[src/rtl/pemcu_dbg_mailbox_pkg.sv]
// Shared constants and types for the PEMCU firmware debug mailbox.
// Address map, register indices, FSM states and the trace payload layout.
package pemcu_dbg_pkg;

  localparam logic [15:0] MBX_BASE = 16'hA100;
  localparam logic [15:0] MBX_STAT = 16'hA110;

  localparam logic [3:0] REG_FUNC  = 4'h0;
  localparam logic [3:0] REG_PARA1 = 4'h1;
  localparam logic [3:0] REG_PARA2 = 4'h2;
  localparam logic [3:0] REG_PARA3 = 4'h3;
  localparam logic [3:0] REG_PARA4 = 4'h4;
  localparam logic [3:0] REG_PARA5 = 4'h5;
  localparam logic [3:0] REG_PARA6 = 4'h6;
  localparam logic [3:0] REG_PARA7 = 4'h7;
  localparam logic [3:0] REG_PARA8 = 4'h8;
  localparam logic [3:0] REG_POST  = 4'h9;
  localparam logic [3:0] REG_MARK  = 4'hA;
  localparam logic [3:0] REG_ENTER = 4'hB;
  localparam logic [3:0] REG_RET   = 4'hC;
  localparam logic [3:0] REG_RETV  = 4'hD;
  localparam logic [3:0] REG_FAIL  = 4'hE;
  localparam logic [3:0] REG_RULE  = 4'hF;

  typedef enum logic [1:0] {
    ST_IDLE,
    ST_WAIT,
    ST_ACK
  } mbx_state_e;

  // Timestamp is prepended by the top because its width is a module parameter.
  typedef struct packed {
    logic [3:0] reg_idx;
    logic [7:0] data;
  } trc_payload_t;

  function automatic logic mbx_hit(input logic [15:0] addr);
    return (addr[15:4] == MBX_BASE[15:4]) || (addr == MBX_STAT);
  endfunction

endpackage

[src/rtl/pemcu_dbg_mailbox_fifo.sv]
// Synchronous show-ahead FIFO holding mailbox trace entries.
// Latency: push visible on pop_dat the cycle after; pop consumes head at the edge.
// Backpressure: push refused when full unless a pop frees a slot; clr wins over both.
module pemcu_dbg_fifo #(
  parameter int W     = 32,
  parameter int DEPTH = 16
) (
  input  logic                     clk,
  input  logic                     rst_n,
  input  logic                     push,
  input  logic [W-1:0]             push_dat,
  input  logic                     pop,
  input  logic                     clr,
  output logic [W-1:0]             pop_dat,
  output logic [$clog2(DEPTH):0]   level,
  output logic                     full,
  output logic                     empty
);

  localparam int AW = $clog2(DEPTH);

  logic [W-1:0]  mem [DEPTH];
  logic [AW:0]   wr_ptr;
  logic [AW:0]   rd_ptr;
  logic          do_push;
  logic          do_pop;

  // Extra MSB on the pointers separates full from empty when the low bits match.
  assign empty   = (wr_ptr == rd_ptr);
  assign full    = (wr_ptr[AW] != rd_ptr[AW]) && (wr_ptr[AW-1:0] == rd_ptr[AW-1:0]);
  assign level   = wr_ptr - rd_ptr;
  assign do_pop  = pop && !empty && !clr;
  assign do_push = push && (!full || do_pop) && !clr;
  assign pop_dat = mem[rd_ptr[AW-1:0]];

  always_ff @(posedge clk or negedge rst_n) begin
    if (!rst_n) begin
      wr_ptr <= '0;
      rd_ptr <= '0;
    end else if (clr) begin
      wr_ptr <= '0;
      rd_ptr <= '0;
    end else begin
      if (do_push) wr_ptr <= wr_ptr + 1'b1;
      if (do_pop)  rd_ptr <= rd_ptr + 1'b1;
    end
  end

  always_ff @(posedge clk) begin
    if (do_push) mem[wr_ptr[AW-1:0]] <= push_dat;
  end

endmodule

[src/rtl/pemcu_dbg_mailbox.sv]
// Debug-mailbox XDATA slave: acks A100-A110 and logs every register write as a timestamped trace entry.
// Latency: memack WAIT_STATES+1 cycles after the request is sampled; back-to-back requests accepted.
// Backpressure: trace FIFO drops entries when full (sticky trc_ovf, saturating drop_cnt); MCU is never stalled.
module pemcu_dbg_mailbox
  import pemcu_dbg_pkg::*;
#(
  parameter int FIFO_DEPTH  = 16,
  parameter int WAIT_STATES = 1,
  parameter int TS_W        = 20
) (
  input  logic                          clk,
  input  logic                          rst_n,
  input  logic [15:0]                   memaddr,
  input  logic [7:0]                    memdatao,
  input  logic                          memwr,
  input  logic                          memrd,
  output logic                          mbx_sel,
  output logic                          memack,
  output logic [7:0]                    memdatai,
  output logic                          trc_valid,
  output logic [TS_W+11:0]              trc_data,
  input  logic                          trc_pop,
  output logic [$clog2(FIFO_DEPTH):0]   trc_level,
  output logic                          trc_ovf,
  input  logic                          trc_clr,
  output logic [7:0]                    drop_cnt
);

  localparam int ENT_W     = TS_W + 12;
  localparam int WAIT_LOAD = (WAIT_STATES > 0) ? WAIT_STATES - 1 : 0;

  mbx_state_e    state;
  logic [2:0]    wait_cnt;
  logic [3:0]    idx_q;
  logic          stat_q;
  logic          wr_q;
  logic [7:0]    data_q;
  logic [TS_W-1:0] ts_q;
  logic [TS_W-1:0] ts_cnt;
  logic [7:0]    shadow [16];

  logic [3:0]    acc_idx;
  logic          acc_stat;
  logic [7:0]    stat_byte;
  logic [7:0]    rd_byte;
  logic          push_req;
  logic          fifo_full;
  logic          fifo_empty;
  logic          drop;
  trc_payload_t  payload;

  assign mbx_sel = mbx_hit(memaddr);

  always_ff @(posedge clk or negedge rst_n) begin
    if (!rst_n) ts_cnt <= '0;
    else        ts_cnt <= ts_cnt + 1'b1;
  end

  // With zero wait states the read mux must look at the live address, not the latched one.
  always_comb begin
    acc_idx   = (state == ST_IDLE) ? memaddr[3:0] : idx_q;
    acc_stat  = (state == ST_IDLE) ? memaddr[4]   : stat_q;
    stat_byte = {trc_ovf, 2'b00, 5'd31};
    if (int'(trc_level) < 32) stat_byte[4:0] = 5'(trc_level);
    rd_byte   = acc_stat ? stat_byte : shadow[acc_idx];
  end

  always_ff @(posedge clk or negedge rst_n) begin
    if (!rst_n) begin
      state    <= ST_IDLE;
      wait_cnt <= '0;
      idx_q    <= '0;
      stat_q   <= 1'b0;
      wr_q     <= 1'b0;
      data_q   <= '0;
      ts_q     <= '0;
      memack   <= 1'b0;
      memdatai <= '0;
    end else begin
      memack   <= 1'b0;
      memdatai <= '0;
      case (state)
        ST_IDLE: begin
          if (mbx_sel && (memwr || memrd)) begin
            idx_q  <= memaddr[3:0];
            stat_q <= memaddr[4];
            wr_q   <= memwr;
            data_q <= memdatao;
            ts_q   <= ts_cnt;
            if (WAIT_STATES == 0) begin
              state  <= ST_ACK;
              memack <= 1'b1;
              if (!memwr) memdatai <= rd_byte;
            end else begin
              state    <= ST_WAIT;
              wait_cnt <= 3'(WAIT_LOAD);
            end
          end
        end
        ST_WAIT: begin
          if (wait_cnt == 3'd0) begin
            state  <= ST_ACK;
            memack <= 1'b1;
            if (!wr_q) memdatai <= rd_byte;
          end else begin
            wait_cnt <= wait_cnt - 1'b1;
          end
        end
        ST_ACK:  state <= ST_IDLE;
        default: state <= ST_IDLE;
      endcase
    end
  end

  assign push_req = (state == ST_ACK) && wr_q && !stat_q;

  always_ff @(posedge clk or negedge rst_n) begin
    if (!rst_n) begin
      for (int i = 0; i < 16; i++) shadow[i] <= '0;
    end else if (push_req) begin
      shadow[idx_q] <= data_q;
    end
  end

  assign payload = '{reg_idx: idx_q, data: data_q};

  pemcu_dbg_fifo #(
    .W     (ENT_W),
    .DEPTH (FIFO_DEPTH)
  ) u_fifo (
    .clk      (clk),
    .rst_n    (rst_n),
    .push     (push_req),
    .push_dat ({ts_q, payload}),
    .pop      (trc_pop),
    .clr      (trc_clr),
    .pop_dat  (trc_data),
    .level    (trc_level),
    .full     (fifo_full),
    .empty    (fifo_empty)
  );

  assign trc_valid = !fifo_empty;

  // A pop in the same cycle frees a slot, so only an unmatched push into a full FIFO is lost.
  assign drop = push_req && fifo_full && !trc_pop && !trc_clr;

  always_ff @(posedge clk or negedge rst_n) begin
    if (!rst_n) begin
      trc_ovf  <= 1'b0;
      drop_cnt <= '0;
    end else if (trc_clr) begin
      trc_ovf  <= 1'b0;
      drop_cnt <= '0;
    end else if (drop) begin
      trc_ovf <= 1'b1;
      if (drop_cnt != 8'hFF) drop_cnt <= drop_cnt + 1'b1;
    end
  end

endmodule
[config.mk]
export PLATFORM = sky130hd
export DESIGN_NAME = pemcu_dbg_mailbox
export DESIGN_NICKNAME = d
export VERILOG_FILES = /design/src/rtl/pemcu_dbg_mailbox_pkg.sv /design/src/rtl/pemcu_dbg_mailbox_fifo.sv /design/src/rtl/pemcu_dbg_mailbox.sv
export SDC_FILE = /design/constraint.sdc
export NUM_CORES = 1
export LEC_CHECK = 0
export ABC_CLOCK_PERIOD_IN_PS = 5200
export CAP_MARGIN = 20
export CORE_MARGIN = 2
export CORE_UTILIZATION = 55
export DETAILED_ROUTE_END_ITERATION = 16
export PLACE_DENSITY = 0.8
export REMOVE_ABC_BUFFERS = 1
export SLEW_MARGIN = 20
export SYNTH_ARGS = -nofsm -noshare
export SYNTH_HDL_FRONTEND = slang
export SYNTH_SLANG_ARGS = --single-unit
[constraint.sdc]
create_clock -name clk -period 5.2 [get_ports clk]
set_input_delay 1.04 -clock clk [delete_from_list [all_inputs] [get_ports clk]]
set_output_delay 1.04 -clock clk [all_outputs]
set_load 0.05 [all_outputs]
==> summary.md, run 1 <==
| Metric | Value |
|---|---|
| # resized after CTS | 0 |
| Post-route worst setup slack | 607 ps |
| Average wire per standard cell | 26.0 um |
| Die H | 235 um |
| Dominant cell type by area after synthesis | edfxtp_1 |
| Sequential share of the synthesized area | 70.5% |
| Finished Cell Area | 33600 um^2 |
| Worst r2r src | u_fifo.rd_ptr[0] |
| Most common cell after layout, fill and taps aside | edfxtp_1 |
| Compound-cell area share of the yosys netlist | 1.56% |
| Power Dens Cells | 339 nW/um^2 |
| Setup crit start kind | flop |
| Switching fraction of total power | 20.0% |
| Status | completed |
| Min Tclk post-route | 4590 ps |
| Post-route ant nets | 0 |
| Rel. slew slack | 25.4% |
| # hold bufs at CTS | 0 |
| Num rows | 84 |
| DRT iter0 DRCs | 1595 |
| Final Hold Viols | 0 |
| Mux share of post-synthesis cell area | 18.0% |
| End of the critical path | trc_data[21] |
| Grt total ovfl | 0 |
| Switching power | 0.00227 W |
| Clk buf depth | 3 |
| Post-Synth XOR/XNOR Area | 1.10% |
| # DRC | 0 |
| Area grow syn2layout | 14.2% |
| Chip width | 235 um |
| Starting Density | 55.8% |
| Final setup fails | 0 |
| Critical path endpoint category | primary output |
| Adder-cell share of the synthesized area | 0.621% |
| Post-DP Area | 31300 um^2 |
| Hold Path Class | primary input to async pin |
| Synthesized cell area | 29400 um^2 |
| Maximum VDD drop | 0.236 mV |
| Antenna diode instance count | 0 |
| Pint | 0.00912 W |
| Initial antenna violation count | 0 |
| Main synth FF type | edfxtp_1 |
| Largest family of logic cells by synthesized area | multiplexers |
| Core ar. | 52800 um^2 |
| Synthesized area per cell | 17.3 um^2 |
| R2r setup slk | 1380 ps |
| Worst-path clk slew | 60 ps |
| Clock network power share | 45.0% |
| Cts bufs inserted | 74 |
| Worst r2r path cells | 7 |
| CTS tree | built |
| Design Power | 0.0114 W |
| Final-report max-slew violation count | 0 |
| First-pass GRT wire length | 103000 um |
| H-tree depth | 3 |
| Nets | 1865 |
| Drt pass-1 iters | 5 |
| Largest net degree at the start of global routing | 128 |
| Synthesized flop and latch total | 727 |
| Max Cap Violations | 0 |
| Gpl congestion | 0.900 |
| Synth Instances | 1698 |
| Critical path startpoint | u_fifo.rd_ptr[0] |
| Area fraction of the dominant cell type after synthesis | 52.2% |
| Postcts setup bufs | 0 |
| EDFF count, synth | 512 |
| Commonest non-fill, non-tap cells in the layout | edfxtp_1, nand2_1, dfrtp_1 |
| Critical path required time | 4160 ps |
| YS warnings | 0 |
| Critical path data arrival time | 3550 ps |
| IO Count | 87 |
| Slew @ Worst Pin | 1120 ps |
| Yosys cell types | 56 |
| Sinks on Clock Net | 727 |
| Unrepaired setup endpoints after global routing | no |
| Place WS | 1020 ps |
| FF-to-FF End | u_fifo.mem[15][30] |
| Layout cells sized above 1 | 27.5% |
| Flop pwr share | 54.0% |
| Setup CP Type | flop to primary output |
| Gate power share | 1.0% |
| Clk Latency, worst-skew pair | 620 ps |
| Crit share post-route | 88.3% |
| DPL Wire Length | 38300 um |
| CP max FO | 40 |
| Vias in the first global route | 16900 |
| Fmax | 218 MHz |
| CTS root buffer | clkbuf_16 |
| Buffers on Ports | 86 |
| DR vias | 16000 |
| Static Leak | 12.6 nW |
| Async SR Flop Fraction | 29.6% |
| Area contributors post-synth | edfxtp_1, dfrtp_1, mux4_2, mux2_2, nand2_1 |
| DRT Wirelength | 66700 um |
| Die footprint | 55400 um^2 |
| Simple-gate share of the synthesized area | 6.66% |
| DR vias/cell | 6.23 |
| Max Clock Skew | 29.9 ps |
| GRT Overall Usage | 24.6% |
worst min path at each step:
stage	startpoint	endpoint	slack [ps]	depth (start not counted)
finish	rst_n	drop_cnt[5]	430	1
global route	rst_n	drop_cnt[5]	480	1
CTS	rst_n	drop_cnt[5]	450	1
detailed placement	ts_cnt[19]	ts_cnt[19]	470	1
global placement	ts_cnt[19]	ts_cnt[19]	460	1
floorplan	ts_cnt[19]	ts_cnt[19]	440	1
cells in the mapped netlist, drive strengths merged (3+ instances only):
library cell,number
nor3b,3
and3,40
and4,5
mux2i,31
edfxtp,512
a31oi,36
buf,33
xnor2,25
dfrtp,215
ha,13
mux2,165
mux4,136
a22oi,3
inv,11
a21oi,5
clkbuf,54
a32oi,3
nor2,46
nand2b,4
nand3b,9
nor2b,6
a221oi,3
nand4,13
o21ai,8
nor3,11
xor2,12
or3,4
nand2,228
nor4,3
nand3,38
through the flow:
stage          util [%]  setup TNS [ps]  instances  hold WS (ps)
2_1_floorplan         -        -1703220       1611           442
3_3_place_gp       59.3               0       2432           460
3_5_place_dp       59.3               0       2433           469
4_1_cts            63.7               0       2564           450
5_1_grt            63.7               0       2564           483
6_report           63.7               0       2564           434
cells by family (layout without fill, tap and decap cells):
logic type | Yosys count | after routing
simple gates | 419 | 419
buf+inv | 100 | 278
xor+xnor | 37 | 37
mux | 332 | 332
compound gates | 69 | 69
flops | 727 | 727
fa+ha+maj | 14 | 14
power by group through the flow:
stage | clock (W) | combinational [W] | sequential, W
after floorplan | 0 | 0.0000336 | 0.00627
after global placement | 0 | 0.000116 | 0.00627
after detailed placement | 0 | 0.000118 | 0.00627
after CTS | 0.00518 | 0.000118 | 0.00615
after global routing | 0.00543 | 0.000128 | 0.00615
final | 0.00512 | 0.000116 | 0.00615
routing by layer:
metal	routed length (um)	part of all wire, %	track usage (%)
met1	26600	40	33.6
met2	33600	50	40.8
met3	4790	7.2	4.53
met4	1670	2.5	7.70
met5	0	0	0
flip-flops by register name, indices dropped and copies added (netlist names):
name / count
memack: 1
ts_q: 20
memdatai: 8
trc_ovf: 1
wait_cnt: 3
idx_q: 4
u_fifo.wr_ptr: 5
wr_q: 1
u_fifo.mem: 512
stat_q: 1
drop_cnt: 8
ts_cnt: 20
u_fifo.rd_ptr: 5
state: 2
shadow: 128
data_q: 8
final cells by class:
type / instances / area, um^2
fillers: 3523 / 19100
flip-flops and latches: 727 / 20800
clock buffers: 105 / 2100
clock inverters: 26 / 244
well taps: 688 / 861
inverters: 13 / 48.8
repair buffers: 134 / 1260
multi-input cells: 871 / 8350
critical path, stage by stage, from the launching register on:
cell and delay (ps):
dfrtp_4 990, buf_12 310, mux4_2 540, nand2_1 90
and3_1 190, a31oi_1 60, clkdlybuf4s50_1 740
No activity file was read; power rests on OpenSTA's default activity.
==> run 2: changes to the inputs <==
Settings changed: CORE_UTILIZATION 55 to 30, PLACE_DENSITY 0.8 to 0.51.
==> summary.md, run 2 (synthesized netlist as in run 1, its figures left out) <==
| Metric | Value |
|---|---|
| End of the critical path | trc_data[30] (was trc_data[21]) |
| Max reg flops | 512 (unchanged) |
| Rel. slew slack | 25.6% (was 25.4%) |
| # resized after CTS | 0 (unchanged) |
| Critical path data arrival time | 3530 ps (was 3550 ps) |
| Final-report max-slew violation count | 0 (unchanged) |
| Average wire per standard cell | 22.6 um (was 26.0 um) |
| Core ar. | 97000 um^2 (was 52800 um^2) |
| Buffers on Ports | 86 (unchanged) |
| Place WS | 979 ps (was 1020 ps) |
| Multi-input gate area | 8350 um^2 (unchanged) |
| Switching power | 0.00237 W (was 0.00227 W) |
| DRT Wirelength | 71600 um (was 66700 um) |
| Grt total ovfl | 0 (unchanged) |
| Pint | 0.00939 W (was 0.00912 W) |
| Post-route worst setup slack | 629 ps (was 607 ps) |
| CTS tree | built (unchanged) |
| Unrepaired setup endpoints after global routing | no (unchanged) |
| Nets | 1871 (was 1865) |
| Drt pass-1 iters | 5 (unchanged) |
| Num rows | 114 (was 84) |
| R2r setup slk | 1180 ps (was 1380 ps) |
| Power Dens Cells | 339 nW/um^2 (about the same) |
| Setup CP Type | flop to primary output (unchanged) |
| Die H | 317 um (was 235 um) |
| Initial antenna violation count | 1 (was 0) |
| Cts bufs inserted | 79 (was 74) |
| Slew @ Worst Pin | 1120 ps (about the same) |
| Area grow syn2layout | 17.8% (was 14.2%) |
| Clk buf depth | 3 (unchanged) |
| Setup crit start kind | flop (unchanged) |
| DP Cell Count | 3022 (was 2433) |
| FF-to-FF End | u_fifo.mem[9][25] (was u_fifo.mem[15][30]) |
| IO Count | 87 (unchanged) |
| Final Hold Viols | 0 (unchanged) |
| Max Cap Violations | 0 (unchanged) |
| Critical path required time | 4160 ps (about the same) |
| DR vias | 15700 (was 16000) |
| Critical path startpoint | u_fifo.rd_ptr[2] (was u_fifo.rd_ptr[0]) |
| Most common cell after layout, fill and taps aside | edfxtp_1 (unchanged) |
| CTS root buffer | clkbuf_16 (unchanged) |
| Fmax | 219 MHz (was 218 MHz) |
| First-pass GRT wire length | 108000 um (was 103000 um) |
| DRT iter0 DRCs | 1217 (was 1595) |
| Worst r2r src | u_fifo.rd_ptr[2] (was u_fifo.rd_ptr[0]) |
| Post-route ant nets | 0 (unchanged) |
| Area occupied by registers | 20800 um^2 (about the same) |
| Final setup fails | 0 (unchanged) |
| Vias in the first global route | 16500 (was 16900) |
| Die footprint | 101000 um^2 (was 55400 um^2) |
| # DRC | 0 (unchanged) |
| Chip width | 317 um (was 235 um) |
| Switching fraction of total power | 20.1% (was 20.0%) |
| Gpl congestion | 0.761 (was 0.900) |
| Gate power share | 1.0% (about the same) |
| Maximum VDD drop | 0.205 mV (was 0.236 mV) |
| H-tree depth | 3 (unchanged) |
| Hold Path Class | primary input to async pin (unchanged) |
| Worst-path clk slew | 60 ps (about the same) |
| Postcts setup bufs | 0 (unchanged) |
| Status | completed (unchanged) |
| DR vias/cell | 4.94 (was 6.23) |
| Clk Latency, worst-skew pair | 630 ps (was 620 ps) |
| Largest net degree at the start of global routing | 108 (was 128) |
| Worst r2r path cells | 9 (was 7) |
| Crit share post-route | 87.9% (was 88.3%) |
| GRT Overall Usage | 14.5% (was 24.6%) |
| CP max FO | 34 (was 40) |
| Static Leak | 12.7 nW (was 12.6 nW) |
| Min Tclk post-route | 4570 ps (was 4590 ps) |
| Starting Density | 30.3% (was 55.8%) |
| Flop pwr share | 52.4% (was 54.0%) |
| Layout cells sized above 1 | 26.9% (was 27.5%) |
| Post-route insts no fill | 3167 (was 2564) |
| Critical path endpoint category | primary output (unchanged) |
| Commonest non-fill, non-tap cells in the layout | edfxtp_1, nand2_1, dfrtp_1 (unchanged) |
| Max Clock Skew | 36.9 ps (was 29.9 ps) |
| # hold bufs at CTS | 0 (unchanged) |
| DPL Wire Length | 40900 um (was 38300 um) |
| Sinks on Clock Net | 727 (unchanged) |
| Design Power | 0.0118 W (was 0.0114 W) |
| Clock network power share | 46.6% (was 45.0%) |
| Fill cells | 9109 (was 3523) |
## run 2: how the worst min path moves through the flow
stage / endpoint / cells past startpoint
final: wait_cnt[0] / 1
after global routing: ts_cnt[19] / 1
after CTS: ts_cnt[19] / 1
after detailed placement: ts_cnt[19] / 1
after global placement: ts_cnt[19] / 1
after floorplan: ts_cnt[19] / 1
## run 2: critical path, stage by stage (launching register included)
cell and delay [ps]:
dfrtp_4 790, buf_4 470, mux4_2 270, nand2_1 50
and3_1 190, a31oi_1 240, clkdlybuf4s50_1 850
## run 2: final cells by class
class	count	area share, %
multi-input combinational	871	24.1
clock buffer	110	6.41
clock inverter	34	0.946
sequential	727	59.9
antenna	1	0.00722
tap	1276	4.60
inverter	13	0.141
timing repair buffer	135	3.88
## run 2: layer usage
metal / routed length, um / vias to the layer above / global-route usage [%] / part of all wire [%]
met5: 13 / - / 0 / 0.018
met4: 1300 / 2 / 3.31 / 1.8
met3: 3320 / 88 / 2.57 / 4.6
met2: 34200 / 362 / 23.3 / 48
met1: 32800 / 8380 / 20.5 / 46
li1: - / 6827 / - / -
## run 2: per-stage QoR
stage | TNS [ps] | instance area, um^2 | hold slack [ps] | utilization [%]
finish | 0 | 34700 | 479 | 35.7
global route | 0 | 34700 | 495 | 35.7
CTS | 0 | 34700 | 478 | 35.7
detailed placement | 0 | 32100 | 470 | 33.1
global placement | 0 | 32100 | 463 | 33.1
floorplan | -1703220 | 29000 | 442 | -
## run 2: power groups by stage
stage               Sequential [W]  Combinational [W]  Clock [W]
detailed placement         0.00627           0.000122          0
floorplan                  0.00627          0.0000336          0
CTS                        0.00615           0.000122    0.00564
global route               0.00615           0.000131    0.00588
finish                     0.00615           0.000118    0.00548
global placement           0.00627           0.000121          0
==> run 3: changes to the inputs <==
Settings changed: CTS_CLUSTER_DIAMETER set to 30.
==> summary.md, run 3 (synthesized netlist as in run 1, its figures left out) <==
| Metric | Value |
|---|---|
| R2r setup slk | 1180 ps (about the same) |
| DPL Wire Length | 40900 um (unchanged) |
| Drt pass-1 iters | 5 (unchanged) |
| Core ar. | 97000 um^2 (unchanged) |
| Setup crit start kind | flop (unchanged) |
| Critical path endpoint category | primary output (unchanged) |
| Power Dens Cells | 434 nW/um^2 (was 339 nW/um^2) |
| Num rows | 114 (unchanged) |
| Worst r2r path cells | 9 (unchanged) |
| Crit path cell chain | buf_4 > mux4_2 > nand2_1 > and3_1 > a31oi_1 > clkdlybuf4s50_1 (unchanged) |
| Static Leak | 14.0 nW (was 12.7 nW) |
| Cts bufs inserted | 153 (was 79) |
| CP max stage delay | 850 ps (about the same) |
| Postcts setup bufs | 0 (unchanged) |
| Clk Latency, worst-skew pair | 720 ps (was 630 ps) |
| # resized after CTS | 0 (unchanged) |
| Vias in the first global route | 17400 (was 16500) |
| Place WS | 979 ps (unchanged) |
| GRT Overall Usage | 14.9% (was 14.5%) |
| Layout cells sized above 1 | 32.0% (was 26.9%) |
| Setup CP Type | flop to primary output (unchanged) |
| H-tree depth | 4 (was 3) |
| Pint | 0.0130 W (was 0.00939 W) |
| FF-to-FF End | u_fifo.mem[9][23] (was u_fifo.mem[9][25]) |
| Buffers on Ports | 86 (unchanged) |
| Fmax | 216 MHz (was 219 MHz) |
| Slowest CP cell | clkdlybuf4s50_1 (unchanged) |
| DRT iter0 DRCs | 1155 (was 1217) |
| Sinks on Clock Net | 727 (unchanged) |
| Final setup fails | 0 (unchanged) |
| Clk buf depth | 3 (unchanged) |
| Max reg flops | 512 (unchanged) |
| Delay-heaviest family, CP | buffers and inverters (unchanged) |
| IO Count | 87 (unchanged) |
| Maximum VDD drop | 0.267 mV (was 0.205 mV) |
| Rel. slew slack | 26.1% (was 25.6%) |
| Final Hold Viols | 0 (unchanged) |
| Critical path data arrival time | 3590 ps (was 3530 ps) |
| Clock network power share | 61.4% (was 46.6%) |
| Min Tclk post-route | 4630 ps (was 4570 ps) |
| DRT Wirelength | 73200 um (was 71600 um) |
| Crit share post-route | 89.0% (was 87.9%) |
| Final-report max-slew violation count | 0 (unchanged) |
| Area grow syn2layout | 27.5% (was 17.8%) |
| Unrepaired setup endpoints after global routing | no (unchanged) |
| # DRC | 0 (unchanged) |
| Core Util, Final | 38.7% (was 35.7%) |
| Post-route ant nets | 0 (unchanged) |
| Buf+Inv Stages, Crit Path | 2 (unchanged) |
| First-pass GRT wire length | 111000 um (was 108000 um) |
| Initial antenna violation count | 1 (unchanged) |
| Hold Path Class | primary input to async pin (unchanged) |
| Gate power share | 0.7% (was 1.0%) |
| Post-route worst setup slack | 572 ps (was 629 ps) |
| # hold bufs at CTS | 0 (unchanged) |
| Grt total ovfl | 0 (unchanged) |
| Gpl congestion | 0.761 (unchanged) |
| Switching power | 0.00329 W (was 0.00237 W) |
| Most common cell after layout, fill and taps aside | edfxtp_1 (unchanged) |
| CTS root buffer | clkbuf_16 (unchanged) |
| Chip width | 317 um (unchanged) |
| Max Cap Violations | 0 (unchanged) |
| Critical path required time | 4160 ps (about the same) |
| Status | completed (unchanged) |
| Die footprint | 101000 um^2 (unchanged) |
| CP max FO | 34 (unchanged) |
| Worst-path clk slew | 50 ps (was 60 ps) |
| Slew @ Worst Pin | 1110 ps (was 1120 ps) |
| Worst r2r src | u_fifo.rd_ptr[2] (unchanged) |
| CTS tree | built (unchanged) |
| Commonest non-fill, non-tap cells in the layout | edfxtp_1, nand2_1, dfrtp_1 (unchanged) |
| Nets | 1945 (was 1871) |
| Die H | 317 um (unchanged) |
| Largest net degree at the start of global routing | 108 (unchanged) |
| Flop pwr share | 37.9% (was 52.4%) |
| Switching fraction of total power | 20.2% (was 20.1%) |
| DR vias/cell | 4.86 (was 4.94) |
| DR vias | 16100 (was 15700) |
| Max Clock Skew | 33.8 ps (was 36.9 ps) |
| Average wire per standard cell | 22.1 um (was 22.6 um) |
| Starting Density | 30.3% (unchanged) |
## run 3: changes by cell type in the layout (fill, tap and decap cells not counted), moves of 7 or more
| cell | change |
|---|---|
| clkinvlp_4 | +24 |
| bufinv_16 | +21 |
| clkbuf_16 | +75 |
| clkbuf_8 | -7 |
| inv_6 | +11 |
| clkinv_4 | +8 |
## run 3: cell type report
cell class,count,area [um^2]
Antenna cell,2,5.00
Clock buffer,176,4000
Clock inverter,109,1400
Fill cell,8884,59500
Inverter,13,48.8
Multi-Input combinational cell,871,8350
Sequential cell,727,20800
Tap cell,1276,1600
Timing Repair Buffer,135,1350
## run 3: metrics by stage
stage | total power (W) | setup TNS [ps] | hold WS (ps) | instances | cell area [um^2]
3_5_place_dp | 0.00639 | 0 | 470 | 3022 | 32100
4_1_cts | 0.0165 | 0 | 436 | 3307 | 37500
2_1_floorplan | 0.00630 | -1703220 | 442 | 1611 | 29000
3_3_place_gp | 0.00639 | 0 | 463 | 3022 | 32100
6_report | 0.0163 | 0 | 426 | 3309 | 37500
5_1_grt | 0.0168 | 0 | 469 | 3307 | 37500
## run 3: how the worst max path moves through the flow
| stage | startpoint | end | slack, ps | depth (start not counted) |
|---|---|---|---|---|
| 2_1_floorplan | u_fifo.rd_ptr[0] | u_fifo.mem[0][0] | -3740 | 6 |
| 3_3_place_gp | memaddr[1] | mbx_sel | 1000 | 4 |
| 3_5_place_dp | memaddr[1] | mbx_sel | 980 | 4 |
| 4_1_cts | u_fifo.rd_ptr[2] | trc_data[29] | 470 | 6 |
| 5_1_grt | u_fifo.rd_ptr[0] | trc_data[19] | 380 | 7 |
| 6_report | u_fifo.rd_ptr[2] | trc_data[30] | 570 | 6 |
## run 3: power groups by stage
stage / registers (W) / clock network, W / logic (W)
final: 0.00617 / 0.00999 / 0.000117
after detailed placement: 0.00627 / 0 / 0.000122
after global routing: 0.00616 / 0.0105 / 0.000131
after global placement: 0.00627 / 0 / 0.000121
after CTS: 0.00617 / 0.0102 / 0.000122
after floorplan: 0.00627 / 0 / 0.0000336
## run 3: metal layers
| layer | vias up | GRT usage [%] | routed length (um) |
|---|---|---|---|
| met1 | 8533 | 20.2 | 33400 |
| met5 | - | 0 | 13 |
| li1 | 7047 | - | - |
| met3 | 102 | 3.52 | 3480 |
| met2 | 387 | 23.9 | 35300 |
| met4 | 2 | 4.37 | 1120 |
